**src/rtl/frame_pixel_sequencer_pkg.sv**
```systemverilog
// -----------------------------------------------------------------------------
// frame_pixel_sequencer_pkg
// Shared definitions for the frame pixel sequencer slice: the image window
// bounds, image geometry, the sequencer state enum and the pixel tag that
// rides the read-latency delay line alongside each memory read.
// Optional feature macro used by the slice: ADDR_CHECK_EN (address continuity
// checking in the top module).
// -----------------------------------------------------------------------------
package frame_pixel_sequencer_pkg;

   localparam int ADDR_W  = 18;
   localparam int COORD_W = 8;

   localparam logic [ADDR_W-1:0] START_ADDR = 18'd160000;
   localparam logic [ADDR_W-1:0] END_ADDR   = 18'd199999;

   localparam int IMG_W = 200;
   localparam int IMG_H = (int'(END_ADDR) - int'(START_ADDR) + 1) / IMG_W;

   localparam logic [COORD_W-1:0] X_LAST = COORD_W'(IMG_W - 1);
   localparam logic [COORD_W-1:0] Y_LAST = COORD_W'(IMG_H - 1);

   typedef enum logic {
      SYNC,
      STREAM
   } seq_state_t;

   typedef struct packed {
      logic               valid;
      logic [COORD_W-1:0] x;
      logic [COORD_W-1:0] y;
      logic               sof;
      logic               eol;
      logic               eof;
   } pixel_tag_t;

   // True when the address lies inside the image window.
   function automatic logic in_window(input logic [ADDR_W-1:0] a);
      return (a >= START_ADDR) && (a <= END_ADDR);
   endfunction

endpackage

```
**src/rtl/frame_pixel_sequencer_if.sv**
```systemverilog
// -----------------------------------------------------------------------------
// frame_pixel_sequencer_if
// Pixel stream bundle produced by frame_pixel_sequencer.
//   pix_data   pixel value (DATA_W)
//   pix_valid  pixel fields valid this cycle
//   pix_x/y    column / row of the pixel
//   sof/eol/eof frame and line markers
//   frame_cnt  completed frame count
//   addr_err   sticky address-discontinuity flag
// master: the sequencer driving the stream; slave: the downstream consumer.
// -----------------------------------------------------------------------------
interface frame_pixel_sequencer_if #(
   parameter int DATA_W = 8
);
   import frame_pixel_sequencer_pkg::*;

   logic [DATA_W-1:0]  pix_data;
   logic               pix_valid;
   logic [COORD_W-1:0] pix_x;
   logic [COORD_W-1:0] pix_y;
   logic               sof;
   logic               eol;
   logic               eof;
   logic [15:0]        frame_cnt;
   logic               addr_err;

   modport master (
      output pix_data, pix_valid, pix_x, pix_y, sof, eol, eof, frame_cnt, addr_err
   );

   modport slave (
      input  pix_data, pix_valid, pix_x, pix_y, sof, eol, eof, frame_cnt, addr_err
   );

endinterface

```
**src/rtl/frame_pixel_sequencer_tag_delay_line.sv**
```systemverilog
// -----------------------------------------------------------------------------
// tag_delay_line
// Fixed-depth shift register carrying pixel tags so each tag emerges in step
// with the memory read data for the address it was issued against.
//   clk, rst  clock and asynchronous active-high reset (clears every stage)
//   tag_in    tag issued this cycle
//   tag_out   tag issued DEPTH cycles earlier
// -----------------------------------------------------------------------------
module tag_delay_line
   import frame_pixel_sequencer_pkg::*;
#(
   parameter int DEPTH = 2
) (
   input  logic       clk,
   input  logic       rst,
   input  pixel_tag_t tag_in,
   output pixel_tag_t tag_out
);

   pixel_tag_t stages [DEPTH];

   // Shift every stage one step per clock; reset empties the whole line so
   // no stale tag can surface after a reset.
   always_ff @(posedge clk or posedge rst) begin
      if (rst) begin
         for (int i = 0; i < DEPTH; i++) begin
            stages[i] <= '0;
         end
      end else begin
         stages[0] <= tag_in;
         for (int i = 1; i < DEPTH; i++) begin
            stages[i] <= stages[i-1];
         end
      end
   end

   assign tag_out = stages[DEPTH-1];

endmodule

```
**src/rtl/frame_pixel_sequencer.sv**
```systemverilog
// -----------------------------------------------------------------------------
// frame_pixel_sequencer
// Tags the free-running frame address stream with x/y coordinates and frame
// markers, delays the tags by the memory read latency and registers them with
// the returning read data into a pixel stream.
//   clk, rst   clock, asynchronous active-high reset
//   addr_in    address currently driven to the image memory
//   rd_data    memory read data, valid RD_LATENCY cycles after its address
//   pix        pixel stream (frame_pixel_sequencer_if.master)
// Parameters: DATA_W pixel width, RD_LATENCY memory latency (legal 1..4).
// Build option: define ADDR_CHECK_EN to enable address continuity checking
// with a sticky addr_err flag; otherwise addr_err is tied low.
// -----------------------------------------------------------------------------
module frame_pixel_sequencer
   import frame_pixel_sequencer_pkg::*;
#(
   parameter int DATA_W     = 8,
   parameter int RD_LATENCY = 2
) (
   input  logic                    clk,
   input  logic                    rst,
   input  logic [ADDR_W-1:0]       addr_in,
   input  logic [DATA_W-1:0]       rd_data,
   frame_pixel_sequencer_if.master pix
);

   seq_state_t         state_q, state_d;
   logic [COORD_W-1:0] x_q, y_q, x_d, y_d;
   logic [COORD_W-1:0] adv_x, adv_y;
   pixel_tag_t         adv_tag, tag_d, tag_out;

   logic [DATA_W-1:0]  data_q;
   logic               valid_q, sof_q, eol_q, eof_q;
   logic [COORD_W-1:0] px_q, py_q;
   logic [15:0]        frame_cnt_q;

`ifdef ADDR_CHECK_EN
   logic [ADDR_W-1:0]  last_addr_q, last_addr_d, expected_addr;
   logic               mismatch, addr_err_q;
`endif

   // Coordinates and tag the current address would get if the stream simply
   // advances: START_ADDR always restarts at the origin, otherwise step along
   // the line and wrap into the next row. Out-of-window addresses still move
   // the coordinates but never yield a valid tag.
   always_comb begin
      adv_x   = '0;
      adv_y   = '0;
      adv_tag = '0;
      if (addr_in == START_ADDR) begin
         adv_x = '0;
         adv_y = '0;
      end else if (x_q == X_LAST) begin
         adv_x = '0;
         adv_y = (y_q == Y_LAST) ? '0 : y_q + 8'd1;
      end else begin
         adv_x = x_q + 8'd1;
         adv_y = y_q;
      end
      if (in_window(addr_in)) begin
         adv_tag.valid = 1'b1;
         adv_tag.x     = adv_x;
         adv_tag.y     = adv_y;
         adv_tag.sof   = (addr_in == START_ADDR);
         adv_tag.eol   = (adv_x == X_LAST) || (addr_in == END_ADDR);
         adv_tag.eof   = (addr_in == END_ADDR);
      end
   end

   // Next-state and tag issue. SYNC waits for the start of a frame; STREAM
   // tags every cycle. With checking enabled a broken address sequence drops
   // back to SYNC without tagging, and the offending address is never used to
   // resynchronize in the same cycle even if it happens to be START_ADDR.
   always_comb begin
      state_d = state_q;
      x_d     = x_q;
      y_d     = y_q;
      tag_d   = '0;
`ifdef ADDR_CHECK_EN
      last_addr_d   = last_addr_q;
      expected_addr = (last_addr_q == END_ADDR) ? START_ADDR : last_addr_q + 18'd1;
      mismatch      = 1'b0;
`endif
      unique case (state_q)
         SYNC: begin
            if (addr_in == START_ADDR) begin
               state_d   = STREAM;
               x_d       = '0;
               y_d       = '0;
               tag_d     = adv_tag;
`ifdef ADDR_CHECK_EN
               last_addr_d = addr_in;
`endif
            end
         end
         STREAM: begin
`ifdef ADDR_CHECK_EN
            if (addr_in != expected_addr) begin
               mismatch = 1'b1;
               state_d  = SYNC;
            end else begin
               x_d         = adv_x;
               y_d         = adv_y;
               tag_d       = adv_tag;
               last_addr_d = addr_in;
            end
`else
            x_d   = adv_x;
            y_d   = adv_y;
            tag_d = adv_tag;
`endif
         end
      endcase
   end

   // State and coordinate registers; x/y hold the coordinates of the most
   // recently tagged address.
   always_ff @(posedge clk or posedge rst) begin
      if (rst) begin
         state_q <= SYNC;
         x_q     <= '0;
         y_q     <= '0;
      end else begin
         state_q <= state_d;
         x_q     <= x_d;
         y_q     <= y_d;
      end
   end

`ifdef ADDR_CHECK_EN
   // Continuity tracking: remember the last accepted address and latch any
   // discontinuity until the next reset.
   always_ff @(posedge clk or posedge rst) begin
      if (rst) begin
         last_addr_q <= '0;
         addr_err_q  <= 1'b0;
      end else begin
         last_addr_q <= last_addr_d;
         if (mismatch) begin
            addr_err_q <= 1'b1;
         end
      end
   end
`endif

   tag_delay_line #(
      .DEPTH (RD_LATENCY)
   ) u_tag_delay_line (
      .clk     (clk),
      .rst     (rst),
      .tag_in  (tag_d),
      .tag_out (tag_out)
   );

   // Output stage: a tag leaving the delay line meets its read data here.
   // Invalid cycles drive zero on every field so downstream never sees junk,
   // and the frame counter steps together with the eof pixel.
   always_ff @(posedge clk or posedge rst) begin
      if (rst) begin
         valid_q     <= 1'b0;
         data_q      <= '0;
         px_q        <= '0;
         py_q        <= '0;
         sof_q       <= 1'b0;
         eol_q       <= 1'b0;
         eof_q       <= 1'b0;
         frame_cnt_q <= '0;
      end else begin
         valid_q <= tag_out.valid;
         data_q  <= tag_out.valid ? rd_data : '0;
         px_q    <= tag_out.x;
         py_q    <= tag_out.y;
         sof_q   <= tag_out.sof;
         eol_q   <= tag_out.eol;
         eof_q   <= tag_out.eof;
         if (tag_out.valid && tag_out.eof) begin
            frame_cnt_q <= frame_cnt_q + 16'd1;
         end
      end
   end

   assign pix.pix_valid = valid_q;
   assign pix.pix_data  = data_q;
   assign pix.pix_x     = px_q;
   assign pix.pix_y     = py_q;
   assign pix.sof       = sof_q;
   assign pix.eol       = eol_q;
   assign pix.eof       = eof_q;
   assign pix.frame_cnt = frame_cnt_q;
`ifdef ADDR_CHECK_EN
   assign pix.addr_err  = addr_err_q;
`else
   assign pix.addr_err  = 1'b0;
`endif

endmodule
```
**src/flat_wrapper.sv**
```systemverilog
// flat-port wrapper written by rule: the top's interface ports become plain ports
module frame_pixel_sequencer_flat import frame_pixel_sequencer_pkg::*;
#(
   parameter int DATA_W     = 8,
   parameter int RD_LATENCY = 2
)
  (clk, rst, addr_in, rd_data, pix_pix_data, pix_pix_valid, pix_pix_x, pix_pix_y, pix_sof, pix_eol, pix_eof, pix_frame_cnt, pix_addr_err);
  frame_pixel_sequencer_if #(.DATA_W(DATA_W)) pix_i ();
  input  logic clk;
  input  logic rst;
  input  logic [ADDR_W-1:0] addr_in;
  input  logic [DATA_W-1:0] rd_data;
  output wire logic [$bits(pix_i.pix_data)-1:0] pix_pix_data;
  output wire logic [$bits(pix_i.pix_valid)-1:0] pix_pix_valid;
  output wire logic [$bits(pix_i.pix_x)-1:0] pix_pix_x;
  output wire logic [$bits(pix_i.pix_y)-1:0] pix_pix_y;
  output wire logic [$bits(pix_i.sof)-1:0] pix_sof;
  output wire logic [$bits(pix_i.eol)-1:0] pix_eol;
  output wire logic [$bits(pix_i.eof)-1:0] pix_eof;
  output wire logic [$bits(pix_i.frame_cnt)-1:0] pix_frame_cnt;
  output wire logic [$bits(pix_i.addr_err)-1:0] pix_addr_err;
  assign pix_pix_data = pix_i.pix_data;
  assign pix_pix_valid = pix_i.pix_valid;
  assign pix_pix_x = pix_i.pix_x;
  assign pix_pix_y = pix_i.pix_y;
  assign pix_sof = pix_i.sof;
  assign pix_eol = pix_i.eol;
  assign pix_eof = pix_i.eof;
  assign pix_frame_cnt = pix_i.frame_cnt;
  assign pix_addr_err = pix_i.addr_err;
  frame_pixel_sequencer #(.DATA_W(DATA_W), .RD_LATENCY(RD_LATENCY)) u_core (.clk(clk), .rst(rst), .addr_in(addr_in), .rd_data(rd_data), .pix(pix_i));
endmodule
```
**config.mk**
```make
export PLATFORM = sky130hd
export DESIGN_NAME = frame_pixel_sequencer_flat
export DESIGN_NICKNAME = d
export VERILOG_FILES = /design/src/rtl/frame_pixel_sequencer_pkg.sv /design/src/rtl/frame_pixel_sequencer_if.sv /design/src/rtl/frame_pixel_sequencer_tag_delay_line.sv /design/src/rtl/frame_pixel_sequencer.sv /design/src/flat_wrapper.sv
export SDC_FILE = /design/constraint.sdc
export NUM_CORES = 1
export LEC_CHECK = 0
export CAP_MARGIN = 20
export CORE_ASPECT_RATIO = 2
export CORE_MARGIN = 3
export CORE_UTILIZATION = 42
export CTS_CLUSTER_DIAMETER = 30
export DETAILED_ROUTE_END_ITERATION = 6
export PLACE_DENSITY = 0.77
export SLEW_MARGIN = 0
export SYNTH_ARGS = -nofsm -noshare
export SYNTH_HDL_FRONTEND = slang
export SYNTH_HIERARCHICAL = 1
export SYNTH_SLANG_ARGS = --single-unit
```
**constraint.sdc**
```tcl
create_clock -name clk -period 2.4 [get_ports clk]
set_clock_uncertainty 0.15 [all_clocks]
set_input_delay 0.48 -clock clk [delete_from_list [all_inputs] [get_ports clk]]
set_output_delay 0.48 -clock clk [all_outputs]
set_load 0.005 [all_outputs]
```
==> reports/qor.txt, run 1 <==
=====================================================================================
Run status                                                                  completed
Pin count of the biggest net entering global routing                               62
Maximum operating frequency                                                   436 MHz
Setup crit end kind                                                              flop
Die X-Extent                                                             76.2 microns
Number of max-slew violations in the final report                                   0
Max-Slew Margin vs Limit                                                        0.634
Slew at the pin closest to its max-slew limit                                  549 ps
H-Tree Level Count                                                                  3
Quantity of hold-fixing buffers added after cts                                     0
Number of filler instances in the final layout                                    822
Wire length of the first global-routing pass                                  12.6 mm
Cell internal power dissipation                                             0.00254 W
Warning count from the yosys run                                                    6
Endpoint arrival time on the critical path                                    2390 ps
Ratio of cells with drive above 1 in the final layout                           0.127
Relative area change from synthesis to final layout                             26.8%
Proportion of netlist area held by the largest area contributor                 0.610
Required @ worst endpoint                                                     2490 ps
Overall power                                                               0.00321 W
Number of I/O port buffers                                                         71
Total number of vias                                                            2,700
CTS root buffer                                                             clkbuf_16
Worst vdd ir                                                                   382 uV
Total grt overflow                                                                  0
Kind of critical path                                                         reg2reg
Switching share of power                                                        0.210
Final Cycle Share                                                               0.956
Clock-pin slew of the registers on the worst-case setup and hold paths          70 ps
Initial cell density of the core                                                0.436
Routed wirelength normalized by instance count                           13.8 microns
CTS tree                                                                          yes
Final non-filler cell total                                                       541
GR Util All Layers                                                              0.140
Most common cell after layout, fill and taps aside                            dfrtp_1
Post-synth top area cell                                                      dfrtp_1
Final net count                                                                   438
Top library cells by usage in the layout, fill and taps aside            dfrtp_1 (101), clkdlybuf4s50_1 (71), nor2_1 (23), nand2_1 (23), xnor2_1 (21)
Clock network power share                                                       0.429
Syn nets                                                                          369
Number of synthesized register bits                                               101
Count of endpoints failing setup in the final report                                0
Clock latency at the later pin of the worst-skew pair                          340 ps
Final weighted congestion in routability-driven placement                       0.843
Count of unique library cells instantiated by Yosys                                61
Overall die height                                                        146 microns
Fraction of power consumed by sequential logic                                  0.531
I/O pin count                                                                      73
Proportion of synthesized chip area in sequential cells                         0.610
Number of design rule violations left after detail routing                          0
Average via count per standard cell                                              4.99
Power Dens Cells                                                          611 mW/mm^2
Number of antenna violations at the first check in global routing                   0
Violation count after the first detailed-routing iteration                        141
Leak pwr                                                                      2.35 nW
Vias in the first global route                                                  2,690
Placed cell count                                                                 525
Clock tree sinks                                                                  101
Clock buffer count from CTS                                                         9
Die Footprint                                                            0.0112 sq mm
Number of antenna cells inserted                                                    0
Final Hold Viols                                                                    0
Post-DP HPWL                                                                  5.40 mm
Synth Cell Area                                                          0.00414 sq mm
Kind of launch point of the worst setup path                                     flop
Count of flip-flops with a built-in enable after synthesis                          0
Count of antenna-violating nets left after detailed routing                         0
Top FF cell, synth                                                            dfrtp_1
Post-Syn Area per Cell                                                     12.3 sq um
Net switching power                                                        0.000674 W
Post-synth ARST share                                                            1.00
Floorplan Core Area                                                      0.00951 sq mm
Row count                                                                          50
Unrepaired setup endpoints after global routing                                    no
First drt pass iteration count                                                      4
Combinational power share                                                       0.039
Leading cell types by total area after synthesis                         dfrtp_1 (61%), xnor2_1 (4.4%), buf_4 (4.2%)
Shortest period the worst path allows                                         2290 ps
Total routed wirelength                                                       7.46 mm
Max-cap viol count                                                                  0
Number of buffers on the longest clock path                                         2
Min-delay worst type                                                          reg2reg
Syn Inst Count                                                                    337
Worst Path Max Fanout                                                               7
R2R Setup Slk                                                                  110 ps
=====================================================================================
-- stage by stage --
| step | utilization | area, sq um | setup TNS, ps | worst slack [ps] | hold WS, ps |
|---|---|---|---|---|---|
| after floorplan | - | 4140 | 0 | 257 | 181 |
| after global placement | 0.520 | 4940 | -2020 | -133 | 183 |
| after detailed placement | 0.520 | 4940 | -2510 | -178 | 185 |
| after CTS | 0.551 | 5240 | 0 | 53.7 | 195 |
| after global routing | 0.552 | 5250 | 0 | 54.9 | 196 |
| final | 0.552 | 5250 | 0 | 106 | 192 |
-- kinds of logic (layout without fill, tap and decap cells) --
family	Yosys count	count (layout)	synth area share
simple gates	126	126	0.188
flops	101	101	0.610
buf+inv	37	111	0.0595
compound gates	36	36	0.0607
xor+xnor	29	29	0.0613
fa+ha+maj	4	4	0.0121
mux	3	3	0.00755
other cells	1	1	0.000905
-- power groups by stage --
stage	Combinational, W	Sequential [W]	Clock [W]
2_1_floorplan	0.0000531	0.00174	0
3_3_place_gp	0.000125	0.00174	0
3_5_place_dp	0.000129	0.00174	0
4_1_cts	0.000129	0.00170	0.00142
5_1_grt	0.000143	0.00170	0.00149
6_report	0.000127	0.00171	0.00138
-- cell type report --
class | count | area [sq um] | share of cell area
Clock buffer | 11 | 253 | 0.0481
Clock inverter | 5 | 41.3 | 0.00786
Inverter | 5 | 18.8 | 0.00357
Multi-Input combinational cell | 199 | 1380 | 0.263
Sequential cell | 101 | 2530 | 0.481
Tap cell | 130 | 163 | 0.0310
Timing Repair Buffer | 90 | 866 | 0.165
-- metal layers --
metal,part of all wire,vias to the layer above,wire length (microns),track usage
li1,-,1288,-,-
met1,0.37,1334,2800,0.147
met2,0.57,67,4230,0.261
met3,0.033,11,244,0.0253
met4,0.026,0,192,0.0744
met5,0,-,0,0
-- critical path: stages, from the launching register on --
cell,delay [ps]
dfrtp_1,400
buf_4,170
nand3_1,120
or4_1,550
a21oi_2,290
nand4bb_1,240
a211oi_2,280
-- final timing paths --
kind,from,end,depth (start not counted)
worst max-delay path,u_core/x_q[0]$_DFFE_PP0P_,u_core/u_tag_delay_line/stages[21]$_DFF_PP0_,6
worst min-delay path,u_core/u_tag_delay_line/stages[34]$_DFF_PP0_,u_core/u_tag_delay_line/tag_out[14]$_DFF_PP0_,0
worst max register to register,u_core/x_q[0]$_DFFE_PP0P_,u_core/u_tag_delay_line/stages[21]$_DFF_PP0_,6
worst min register to register,u_core/u_tag_delay_line/stages[34]$_DFF_PP0_,u_core/u_tag_delay_line/tag_out[14]$_DFF_PP0_,0
max in group asynchronous,rst,u_core/u_tag_delay_line/stages[34]$_DFF_PP0_,3
min in group asynchronous,rst,u_core/pix.pix_x[0]$_DFF_PP0_,3
-- what timing repair did --
action                                  in CTS  in global routing
resized for setup                            0                  3
hold endpoints to repair                     0                  0
endpoints found under the setup margin       0                  1
setup buffers                                0                  0
-- flip-flops by register name, summed over array words and instances (netlist names) --
register / count
u_core/pix.frame_cnt: 16
u_core/pix.pix_y: 8
u_core/x_q: 8
u_core/pix.pix_valid: 1
u_core/u_tag_delay_line/tag_out: 20
u_core/y_q: 8
u_core/pix.sof: 1
u_core/pix.pix_data: 8
u_core/pix.pix_x: 8
u_core/u_tag_delay_line/stages: 20
u_core/pix.eol: 1
u_core/pix.eof: 1
u_core/state_q: 1
-- cells in the mapped netlist (5+ instances only) --
master   instances
and4_1           6
and2_1           8
and3_1           9
o21ai_0          5
xnor2_1         21
nor3_1           6
nand2_1         23
a21oi_1         12
dfrtp_1        101
inv_1            5
nor2_1          23
nand3_1         14
buf_4           23
buf_2            5
xor2_1           8
nor4_1           5
Note: power is estimated with default switching activity, not from simulation.
==> run 2, diff against run 1 <==
Settings changed: ABC_AREA set to 1, CORE_MARGIN 3 to 2.
==> run 2 against run 1 <==
Utilization shrank 1.4 points; worst setup slack improved by 320 ps; highest routed layer unchanged; register-to-register slack better by 320 ps; critical endpoint is now u_core/y_q[5]$_DFFE_PP0P_; fmax grew 16%; via count rose by 4.2%.
==> reports/qor.txt, run 2 <==
=====================================================================================
Max-cap viol count                                                                  0
Top FF cell, synth                                                            dfrtp_1
Detailed-routed wire length on met3                                       252 microns
PostCTS Resize Cnt                                                                  0
Net switching power                                                        0.000684 W
Cell with the most instances after synthesis                                  dfrtp_1
Final design area excluding fillers                                      0.00518 sq mm
Die X-Extent                                                             74.0 microns
Kind of launch point of the worst setup path                                     flop
Number of design rule violations left after detail routing                          0
Post-synth top area cell                                                      dfrtp_1
Area fraction in compound gates after synthesis                                0.0292
Most common cell after layout, fill and taps aside                            dfrtp_1
Row count                                                                          51
Unrepaired setup endpoints after global routing                                    no
Syn nets                                                                          440
Floorplan Core Area                                                      0.00964 sq mm
Average via count per standard cell                                              4.64
Placed standard-cell area                                                0.00486 sq mm
Wire length of the first global-routing pass                                  12.3 mm
Post-DP HPWL                                                                  5.77 mm
Sum of negative setup slack                                                      0 ps
CTS root buffer                                                             clkbuf_16
Syn Inst Count                                                                    408
Final Cycle Share                                                               0.822
Leading cell types by total area after synthesis                         dfrtp_1 (61%), nand2_1 (7.8%), nor2_1 (4.2%)
Number of I/O port buffers                                                         71
Leak pwr                                                                      2.62 nW
Count of endpoints failing setup in the final report                                0
Cell internal power dissipation                                             0.00282 W
Total number of vias                                                            2,814
Metal1 wirelength                                                             2.72 mm
I/O pin count                                                                      73
Min-delay worst type                                                          reg2reg
Die Footprint                                                            0.0107 sq mm
Power Dens Cells                                                          675 mW/mm^2
Final Hold Viols                                                                    0
Vias in the first global route                                                  2,802
Post-CTS repair timing setup buffer count                                           0
Simple-gate portion of the synthesized area                                     0.220
Proportion of synthesized chip area in sequential cells                         0.614
Switching share of power                                                        0.196
Run status                                                                  completed
Pin count of the biggest net entering global routing                               46
H-Tree Level Count                                                                  3
Fraction of synthesized cell area in xor and xnor cells                        0.0340
Fraction of power consumed by sequential logic                                  0.506
Clock buffer count from CTS                                                         9
Met2 layer wire length in the routed design                                   4.24 mm
Endpoint arrival time on the critical path                                    2040 ps
Total grt overflow                                                                  0
GR Util All Layers                                                              0.151
Number of antenna cells inserted                                                    0
Kind of critical path                                                         reg2reg
Setup crit end kind                                                              flop
Final Core Density                                                              0.538
Post-synth ARST share                                                            1.00
Number of antenna violations at the first check in global routing                   0
Routed wirelength normalized by instance count                           12.3 microns
Count of unique library cells instantiated by Yosys                                36
Worst Path Max Fanout                                                              11
Number of buffers on the longest clock path                                         2
Final weighted congestion in routability-driven placement                       0.912
Clock tree sinks                                                                  101
Quantity of hold-fixing buffers added after cts                                     0
Count of antenna-violating nets left after detailed routing                         0
Relative area change from synthesis to final layout                             25.9%
CTS tree                                                                          yes
Highest metal layer with signal wires                                            met4
Ratio of cells with drive above 1 in the final layout                           0.103
Synth Cell Area                                                          0.00412 sq mm
Clock network power share                                                       0.434
Count of flip-flops with a built-in enable after synthesis                          0
First drt pass iteration count                                                      4
Required @ worst endpoint                                                     2470 ps
Adder and majority gate portion of the synthesized area                        0.0122
Final net count                                                                   502
Combinational power share                                                       0.060
Top library cells by usage in the layout, fill and taps aside            dfrtp_1 (101), nand2_1 (86), clkdlybuf4s50_1 (71), nor2_1 (46), inv_1 (43)
Shortest period the worst path allows                                         1970 ps
Number of max-slew violations in the final report                                   0
Maximum operating frequency                                                   507 MHz
Total routed wirelength                                                       7.47 mm
Proportion of netlist area held by the largest area contributor                 0.614
Number of synthesized register bits                                               101
Initial cell density of the core                                                0.427
Multiplexer share of the synthesized area                                           0
Clock latency at the later pin of the worst-skew pair                          330 ps
Violation count after the first detailed-routing iteration                        133
Overall die height                                                        144 microns
Clock-pin slew of the registers on the worst-case setup and hold paths          60 ps
Most used standard cells in the synthesized netlist                      dfrtp_1 (101), nand2_1 (86), nor2_1 (46)
Post-Syn Area per Cell                                                     10.1 sq um
Warning count from the yosys run                                                    6
Worst vdd ir                                                                   345 uV
Main combinational cell family by area after synthesis                   simple AND/OR/NAND/NOR gates
=====================================================================================
[run 2: changes by cell type after synthesis, moves of 6 or more]
cell	before	now
a21oi_1	12	1
xnor2_1	21	8
inv_1	5	44
and2_1	8	0
o21ai_1	0	6
nor2_2	0	6
nor2_1	23	46
and4_1	6	0
and3_1	9	0
nand2_1	23	86
[run 2: cell type report]
| class | instances | area (sq um) |
|---|---|---|
| Fill cell | 824 | 4450 |
| Inverter | 50 | 190 |
| Tap cell | 132 | 165 |
| Sequential cell | 101 | 2530 |
| Multi-Input combinational cell | 233 | 1220 |
| Clock inverter | 3 | 67.6 |
| Clock buffer | 13 | 260 |
| Timing Repair Buffer | 75 | 753 |
[run 2: worst paths after layout]
path / to / cells past startpoint / startpoint / slack [ps]
worst max-delay path: u_core/y_q[5]$_DFFE_PP0P_ / 10 / u_core/x_q[0]$_DFFE_PP0P_ / 430
worst max register to register: u_core/y_q[5]$_DFFE_PP0P_ / 10 / u_core/x_q[0]$_DFFE_PP0P_ / 430
max in group asynchronous: u_core/pix.pix_y[5]$_DFF_PP0_ / 4 / rst / 1100
worst min register to register: u_core/pix.pix_x[4]$_DFF_PP0_ / 0 / u_core/u_tag_delay_line/tag_out[15]$_DFF_PP0_ / 190
min in group asynchronous: u_core/y_q[4]$_DFFE_PP0P_ / 2 / rst / 320
worst min-delay path: u_core/pix.pix_x[4]$_DFF_PP0_ / 0 / u_core/u_tag_delay_line/tag_out[15]$_DFF_PP0_ / 190
[run 2: logic make-up after synthesis]
logic type | count (synthesis)
and+or+nand+nor | 191
DFF | 101
buffers and inverters | 74
AOI/OAI and AO/OA | 21
xor gates and xnor gates | 16
adders and majority gates | 4
other | 1
[run 2: through the flow]
step | hold WS (ps) | instances | total power (W) | setup slack, ps
2_1_floorplan | 181 | 408 | 0.00191 | 257
3_3_place_gp | 182 | 591 | 0.00201 | 173
3_5_place_dp | 185 | 591 | 0.00201 | 150
4_1_cts | 192 | 607 | 0.00355 | 423
5_1_grt | 198 | 607 | 0.00365 | 307
6_report | 191 | 607 | 0.00350 | 427
[run 2: per-layer routing]
metal | vias to the layer above | track usage
met4 | 0 | 0.0871
met5 | - | 0
met3 | 19 | 0.0307
li1 | 1371 | -
met2 | 96 | 0.280
met1 | 1328 | 0.148
[run 2: power by group through the flow]
stage / sequential, W / combinational, W / clock, W
5_1_grt: 0.00177 / 0.000237 / 0.00164
2_1_floorplan: 0.00180 / 0.000112 / 0
6_report: 0.00177 / 0.000208 / 0.00152
3_5_place_dp: 0.00180 / 0.000212 / 0
4_1_cts: 0.00177 / 0.000213 / 0.00157
3_3_place_gp: 0.00180 / 0.000208 / 0
[run 2: critical path, stage by stage, from the launching register on]
cell,delay (ps)
dfrtp_1,400
ha_1,180
nand2_1,80
nor2_1,140
nand2_2,190
inv_2,230
nand3_1,130
nor2_1,100
nand2_1,60
nand3_1,110
o21ai_1,80
==> run 3, diff against run 2 <==
Clock period 2.4 ns to 1.92 ns, I/O delays scaled along.
==> run 3 against run 2 <==
Critical path depth shrank 9; sequential cell count is the same; count of clock-buffer cells in the layout is the same; clock power grew 20%; register-to-register slack lost 380 ps; design area grew 3.1%; first-iteration DRC count grew 61%; largest cell class unchanged; largest power group unchanged.
==> reports/qor.txt, run 3 (same netlist as run 2, synthesis figures left out) <==
=====================================================================================
Stage delay of the slowest cell on the critical path                           540 ps
CTS root buffer                                                             clkbuf_16
Total routed wirelength                                                       8.12 mm
Clock buffer count from CTS                                                         9
Final non-filler cell total                                                       622
Final design area excluding fillers                                      0.00534 sq mm
Top delay family on crit path                                            buffers and inverters
Number of filler instances in the final layout                                    845
Vias in the first global route                                                  3,050
Kind of launch point of the worst setup path                                     flop
Clock-pin slew of the registers on the worst-case setup and hold paths          60 ps
Quantity of hold-fixing buffers added after cts                                     0
Final Cycle Share                                                               0.973
Placed cell count                                                                 604
Top library cells by usage in the layout, fill and taps aside            dfrtp_1 (100), nand2_1 (82), clkdlybuf4s50_1 (71), inv_1 (43), nor2_1 (43)
Setup crit end kind                                                        output pin
Pin count of the biggest net entering global routing                               46
Post-DP HPWL                                                                  6.16 mm
Worst Path Max Fanout                                                               5
Number of buffers on the longest clock path                                         2
Total number of vias                                                            2,916
Placed standard-cell area                                                0.00497 sq mm
Count of antenna-violating nets left after detailed routing                         0
Number of design rule violations left after detail routing                          0
Wire length of the first global-routing pass                                  13.4 mm
Final setup margin                                                            51.2 ps
Die X-Extent                                                             74.0 microns
Number of antenna violations at the first check in global routing                   0
GR Util All Layers                                                              0.167
Count of endpoints failing setup in the final report                                0
I/O pin count                                                                      73
Initial cell density of the core                                                0.427
Clock latency at the later pin of the worst-skew pair                          330 ps
Ratio of cells with drive above 1 in the final layout                           0.153
Routed wirelength normalized by instance count                           13.0 microns
Endpoint arrival time on the critical path                                    1330 ps
Final net count                                                                   517
Worst vdd ir                                                                   447 uV
Row count                                                                          51
First drt pass iteration count                                                      4
Min-delay worst type                                                          reg2reg
Violation count after the first detailed-routing iteration                        214
Final Core Density                                                              0.555
Floorplan Core Area                                                      0.00964 sq mm
Number of max-slew violations in the final report                                   0
Leak pwr                                                                      2.71 nW
Kind of critical path                                                         reg2out
Worst setup slack after placement                                             -199 ps
Relative area change from synthesis to final layout                             29.7%
Final Hold Viols                                                                    0
Max-cap viol count                                                                  0
Overall power                                                               0.00432 W
CTS tree                                                                          yes
Run status                                                                  completed
Average via count per standard cell                                              4.69
Cell-by-cell trace of the critical path                                  clkdlybuf4s50_1
Overall die height                                                        144 microns
Clock tree sinks                                                                  101
Total grt overflow                                                                  0
Power Dens Cells                                                          809 mW/mm^2
Required @ worst endpoint                                                     1390 ps
Final weighted congestion in routability-driven placement                       0.865
Crit path buffers/inverters                                                         1
Worst path slowest cell                                                  clkdlybuf4s50_1
Number of antenna cells inserted                                                    0
Shortest period the worst path allows                                         1870 ps
Maximum operating frequency                                                   535 MHz
Die Footprint                                                            0.0107 sq mm
Number of I/O port buffers                                                         71
Most common cell after layout, fill and taps aside                            dfrtp_1
H-Tree Level Count                                                                  3
Unrepaired setup endpoints after global routing                                   yes
=====================================================================================
[run 3: changes by cell type in the layout (fill, tap and decap cells not counted), sizes merged]
cell      delta
clkinv       +2
inv          -2
bufinv       -1
buf         +15
clkinvlp     +1
[run 3: cell type report]
| cell class | instances | area, sq um | share of cell area |
|---|---|---|---|
| flip-flops and latches | 101 | 2530 | 0.473 |
| clock buffers | 13 | 270 | 0.0506 |
| multi-input cells | 233 | 1260 | 0.236 |
| repair buffers | 90 | 878 | 0.164 |
| well taps | 132 | 165 | 0.0309 |
| clock inverters | 3 | 42.5 | 0.00796 |
| inverters | 50 | 199 | 0.0372 |
[run 3: per-stage QoR]
stage                     hold slack [ps]  setup TNS, ps
after floorplan                       181              0
after global placement                181          -2190
after detailed placement              185          -3920
after CTS                             197              0
after global routing                  201          -65.8
final                                 197              0
[run 3: final timing paths]
check,from,endpoint,slack (ps),cells after the start
min in group asynchronous,rst,u_core/u_tag_delay_line/tag_out[7]$_DFF_PP0_,350,3
max in group asynchronous,rst,u_core/pix.frame_cnt[4]$_DFFE_PP0P_,1040,3
hold / removal,u_core/u_tag_delay_line/tag_out[2]$_DFF_PP0_,u_core/pix.sof$_DFF_PP0_,200,0
setup / recovery,u_core/pix.frame_cnt[11]$_DFFE_PP0P_,pix_frame_cnt[11],50,1
setup reg to reg,u_core/x_q[0]$_DFFE_PP0P_,u_core/u_tag_delay_line/stages[21]$_DFF_PP0_,50,10
hold reg to reg,u_core/u_tag_delay_line/tag_out[2]$_DFF_PP0_,u_core/pix.sof$_DFF_PP0_,200,0
[run 3: power breakdown]
| group | switching (W) | leakage, nW | internal, W |
|---|---|---|---|
| Clock | 0.000703 | 0.152 | 0.00111 |
| Combinational | 0.000153 | 1.19 | 0.000141 |
| Sequential | 0.0000281 | 1.37 | 0.00218 |
| Total | 0.000885 | 2.71 | 0.00344 |
[run 3: what timing repair did]
action                     4_1_cts  5_1_grt
resized for setup                0       15
cloned                           0        0
setup endpoints to repair        2       15
setup buffers                    2        0
pin swaps                        2        6
[run 3: per-layer routing]
| layer | vias up | global-route usage | wire, microns |
|---|---|---|---|
| met1 | 1399 | 0.159 | 2800 |
| met5 | - | 0 | 0 |
| met3 | 22 | 0.0355 | 272 |
| met4 | 0 | 0.0995 | 289 |
| met2 | 101 | 0.313 | 4760 |
| li1 | 1394 | - | - |
